$ cat src/rtl/serial_adder.sv
// Bit-serial adder: one full-adder cell reused over WIDTH clock cycles, LSB first.
//
// state | meaning
// IDLE  | waiting for Start; last result held on Sum/Carry_out
// ADD   | one operand bit pair added per clock
// DONE  | result presented, Done pulses for this single cycle
module serial_adder #(
  parameter int WIDTH = 8
) (
  input  logic             clk,
  input  logic             rst,
  input  logic             Start,
  input  logic [WIDTH-1:0] A,
  input  logic [WIDTH-1:0] B,
  input  logic             Carry_in,
  output logic             Busy,
  output logic             Done,
  output logic [WIDTH-1:0] Sum,
  output logic             Carry_out
);

  // The counter only has to reach WIDTH-1, so clog2(WIDTH) bits suffice (WIDTH >= 2).
  localparam int CW = $clog2(WIDTH);

  typedef enum logic [1:0] {
    IDLE,
    ADD,
    DONE
  } state_t;

  state_t           state;
  logic [WIDTH-1:0] op_a;
  logic [WIDTH-1:0] op_b;
  logic [WIDTH-1:0] psum;
  logic             carry;
  logic [CW-1:0]    bit_cnt;

  logic             fa_sum;
  logic             fa_carry;
  logic [WIDTH-1:0] psum_next;

  // Full-adder cell on the current operand LSBs and the running carry.
  always_comb begin
    fa_sum    = op_a[0] ^ op_b[0] ^ carry;
    fa_carry  = (op_a[0] & op_b[0]) | (op_a[0] & carry) | (op_b[0] & carry);
    psum_next = {fa_sum, psum[WIDTH-1:1]};
  end

  // Sequencer, datapath shift registers and registered outputs.
  always_ff @(posedge clk or posedge rst) begin
    if (rst) begin
      state     <= IDLE;
      op_a      <= '0;
      op_b      <= '0;
      psum      <= '0;
      carry     <= 1'b0;
      bit_cnt   <= '0;
      Busy      <= 1'b0;
      Done      <= 1'b0;
      Sum       <= '0;
      Carry_out <= 1'b0;
    end else begin
      case (state)
        IDLE: begin
          Done <= 1'b0;
          if (Start) begin
            op_a    <= A;
            op_b    <= B;
            carry   <= Carry_in;
            psum    <= '0;
            bit_cnt <= '0;
            Busy    <= 1'b1;
            state   <= ADD;
          end
        end
        ADD: begin
          op_a  <= op_a >> 1;
          op_b  <= op_b >> 1;
          carry <= fa_carry;
          psum  <= psum_next;
          if (bit_cnt == CW'(WIDTH - 1)) begin
            // Last bit: publish the finished word on the same edge that enters DONE.
            Sum       <= psum_next;
            Carry_out <= fa_carry;
            Done      <= 1'b1;
            state     <= DONE;
          end else begin
            bit_cnt <= bit_cnt + CW'(1);
          end
        end
        DONE: begin
          Done  <= 1'b0;
          Busy  <= 1'b0;
          state <= IDLE;
        end
        default: begin
          Done  <= 1'b0;
          Busy  <= 1'b0;
          state <= IDLE;
        end
      endcase
    end
  end

endmodule

$ cat config.mk
export PLATFORM = sky130hd
export DESIGN_NAME = serial_adder
export DESIGN_NICKNAME = d
export VERILOG_FILES = /design/src/rtl/serial_adder.sv
export SDC_FILE = /design/constraint.sdc
export NUM_CORES = 1
export LEC_CHECK = 0
export BUFFER_PORTS_ARGS = -buffer_cell sky130_fd_sc_hd__buf_2
export CORE_MARGIN = 1
export CORE_UTILIZATION = 50
export CTS_CLUSTER_SIZE = 24
export DETAILED_ROUTE_END_ITERATION = 8
export MAX_ROUTING_LAYER = met4
export PLACE_DENSITY = 0.83
export SLEW_MARGIN = 20
export SYNTH_ARGS = -nofsm -noshare
export SYNTH_HDL_FRONTEND = slang
export SYNTH_SLANG_ARGS = --single-unit
$ cat constraint.sdc
create_clock -name clk -period 1.8 [get_ports clk]
set_clock_uncertainty 0.1 [all_clocks]
set_input_delay 0.18 -clock clk [delete_from_list [all_inputs] [get_ports clk]]
set_output_delay 0.18 -clock clk [all_outputs]
set_load 0.1 [all_outputs]
==> impl_metrics.tcl <==
set metrics [dict create \
    die_y_um 63.6 \
    synth_top_cell_area_share 0.528 \
    die_w_um 63.6 \
    routed.top_layer "met4" \
    gp_congestion 0.782 \
    yosysSeqAreaShare 0.528 \
    grt.overflow.total 0 \
    finalHoldViolations 0 \
    final-setup-viol-count 0 \
    grt_pass1_wl_um 5810 \
    final_area_sq_um 2190 \
    power.total_uw 4490 \
    synth_area_leaders "dfrtp_1 (53%), nor4b_1 (7.4%), mux2_4 (7.1%)" \
    clock.fmax_ghz 0.601 \
    postSynthAreaPerCell_sq_um 12.2 \
    ant_nets 0 \
    tightest_slew_ns 0.656 \
    diodes 0 \
    synth-adder-area-share 0.0303 \
    cts_resized 0 \
    hpwl_um 2300 \
    synth_common_cells "dfrtp_1 (40), inv_1 (18), nor4b_1 (16)" \
    core_area_sq_um 3660 \
    num_rows 22 \
    dr.pass1.iters 4 \
    antenna_found_initial 0 \
    io_pins 31 \
    async_flop_share 1.00 \
    yosys_register_bits 40 \
    port_buffers 30 \
    placed_cell_area_sq_um 2070 \
    holdWs_ns 0.0263 \
    dr_wl_met2_um 1600 \
    p_leak_uw 0.00110 \
    synth_simple_gate_area_share 0.144 \
    synthFlopType "dfrtp_1" \
    critical_path.top_delay_family "adder cells" \
    grt_use_total 0.198 \
    drtIter0Drc 102 \
    end_kind "flop" \
    synthCells 155 \
    cts-root-buf "clkbuf_8" \
    drc_errors 0 \
    grt_setup_unrepaired "false" \
    path_clk_slew_ns 0.08 \
    status "finished clean" \
    cts_sinks 40 \
    yosysTopAreaCell "dfrtp_1" \
    routed_wl_um 3480 \
    yosysUniqueCellTypes 24 \
    wire_per_inst_um 14.8 \
    cp_cell_sequence "ha_1 > ha_1 > nand3b_1 > buf_12 > mux2_4" \
    routed-wl-met3_um 191 \
    dieArea_sq_um 4040 \
    critPathKind "flop to flop" \
    final.min_clock_period_ns 1.67 \
    crit_fanout 10 \
    slowest_stage "dfrtp_1" \
    synth_area_sq_um 1900 \
    setup_tns_ns 0 \
    maxSlewViolCount 0 \
    cp_common_cell "ha_1" \
    clk_latency_ns 0.30 \
    relSlewSlack 0.562 \
    path_buf_inv 1 \
    yosys_warnings 0 \
    vias 1327 \
    critPathLaunchType "flop" \
    drive_gt1_frac 0.294 \
    cp.arrival_ns 1.75 \
    synthMuxAreaShare 0.0712 \
    initial_core_util 0.518 \
    synth_top_family_by_area "compound AO/OA/AOI/OAI gates" \
    syn2layout_area_growth_pct 15.6 \
    first_global_vias 1201 \
    yosysMostFrequentCell "dfrtp_1" \
    fin_nets 210 \
    ir_drop_v 0.00104 \
    clock_path_buffers 2 \
    synthesis.nets 179 \
    required_ns 1.88 \
    hold_class "input port to flop" \
    grt_max_degree 41 \
    synth_edf_count 0 \
    period_share 0.925 \
    p_per_area_nw_per_um2 2050 \
    synth-compound-area-share 0.144 \
    met1Wirelength_um 1650 \
    cts-buffers-inserted 5 \
    tritoncts "yes" \
    slowest_delay_ns 0.41 \
    yosys.area_share.xor_xnor 0 \
    via_per_inst 5.65 \
    h-tree-depth 2 \
    drv_cap 0 \
]
==> cell usage in the layout, fill, tap and decap left out <==
cell           instances
o21a_1                 1
a22o_1                 9
nor2b_1                1
nor2_1                14
dlygate4sd3_1          1
nor3b_2                1
dfrtp_1               40
clkinv_2               1
and3_1                 3
clkbuf_8               5
fa_1                   1
inv_1                 18
ha_1                   3
a21oi_1                2
a211o_1                3
nand2b_1               2
o21bai_4               1
buf_12                 1
buf_2                 30
a221oi_1              15
mux2_4                 9
clkbuf_1               1
buf_4                  5
bufinv_16              1
nor4b_1               16
nand3b_1               1
and4bb_2               1
nor4bb_1               1
==> per-layer routing <==
metal  global-route usage  vias up
met1                0.254      659
li1                     -      627
met2                0.293       35
met3               0.0725        6
met4               0.0597        0
met5                    -        -
==> sequential cells by signal, indices dropped and copies added (netlist names), 2 cells and up <==
signal / count
op_b: 8
Sum: 8
bit_cnt: 3
op_a: 8
state: 2
psum: 7
==> worst paths after layout <==
check,startpoint,endpoint,slack [ns],cells after the start
max,bit_cnt[0],Sum[2],0.13,5
min reg2reg,psum[1],psum[1],0.40,1
max reg2reg,bit_cnt[0],Sum[2],0.13,5
min,B[7],op_b[7],0.03,2
min in group asynchronous,rst,Sum[4],0.44,4
max in group asynchronous,rst,bit_cnt[0],0.81,4
==> kinds of logic after synthesis <==
logic type / after synthesis
and+or+nand+nor: 40
muxes: 9
buffers and inverters: 31
DFF: 40
adders and majority gates: 4
AOI/OAI and AO/OA: 31
==> what timing repair did <==
item | in CTS | in global routing
hold endpoints to repair | 40 | 0
setup endpoints to repair | 0 | 0
buffers inserted | 0 | 0
hold buffers | 1 | 0
==> layout make-up <==
cell class	count	area, sq um
fillers	301	1470
flip-flops and latches	40	1000
multi-input cells	84	738
repair buffers	37	218
clock buffers	6	72.6
inverters	18	67.6
well taps	48	60.1
clock inverters	2	35.0
==> per-stage QoR <==
step | setup slack [ns] | utilization | instances
finish | 0.135 | 0.599 | 235
global route | 0.0712 | 0.599 | 235
CTS | 0.122 | 0.599 | 235
detailed placement | 0.122 | 0.567 | 226
global placement | 0.193 | 0.567 | 226
floorplan | 0.236 | - | 155
==> power breakdown <==
part           total [uW]  leakage, uW  internal [uW]  switching [uW]
combinational        2200     0.000563            728            1480
clock                 716    0.0000552            411             305
sequential           1570     0.000481           1310             265
total                4490      0.00110           2450            2050
Note: power is estimated with default switching activity, not from simulation.
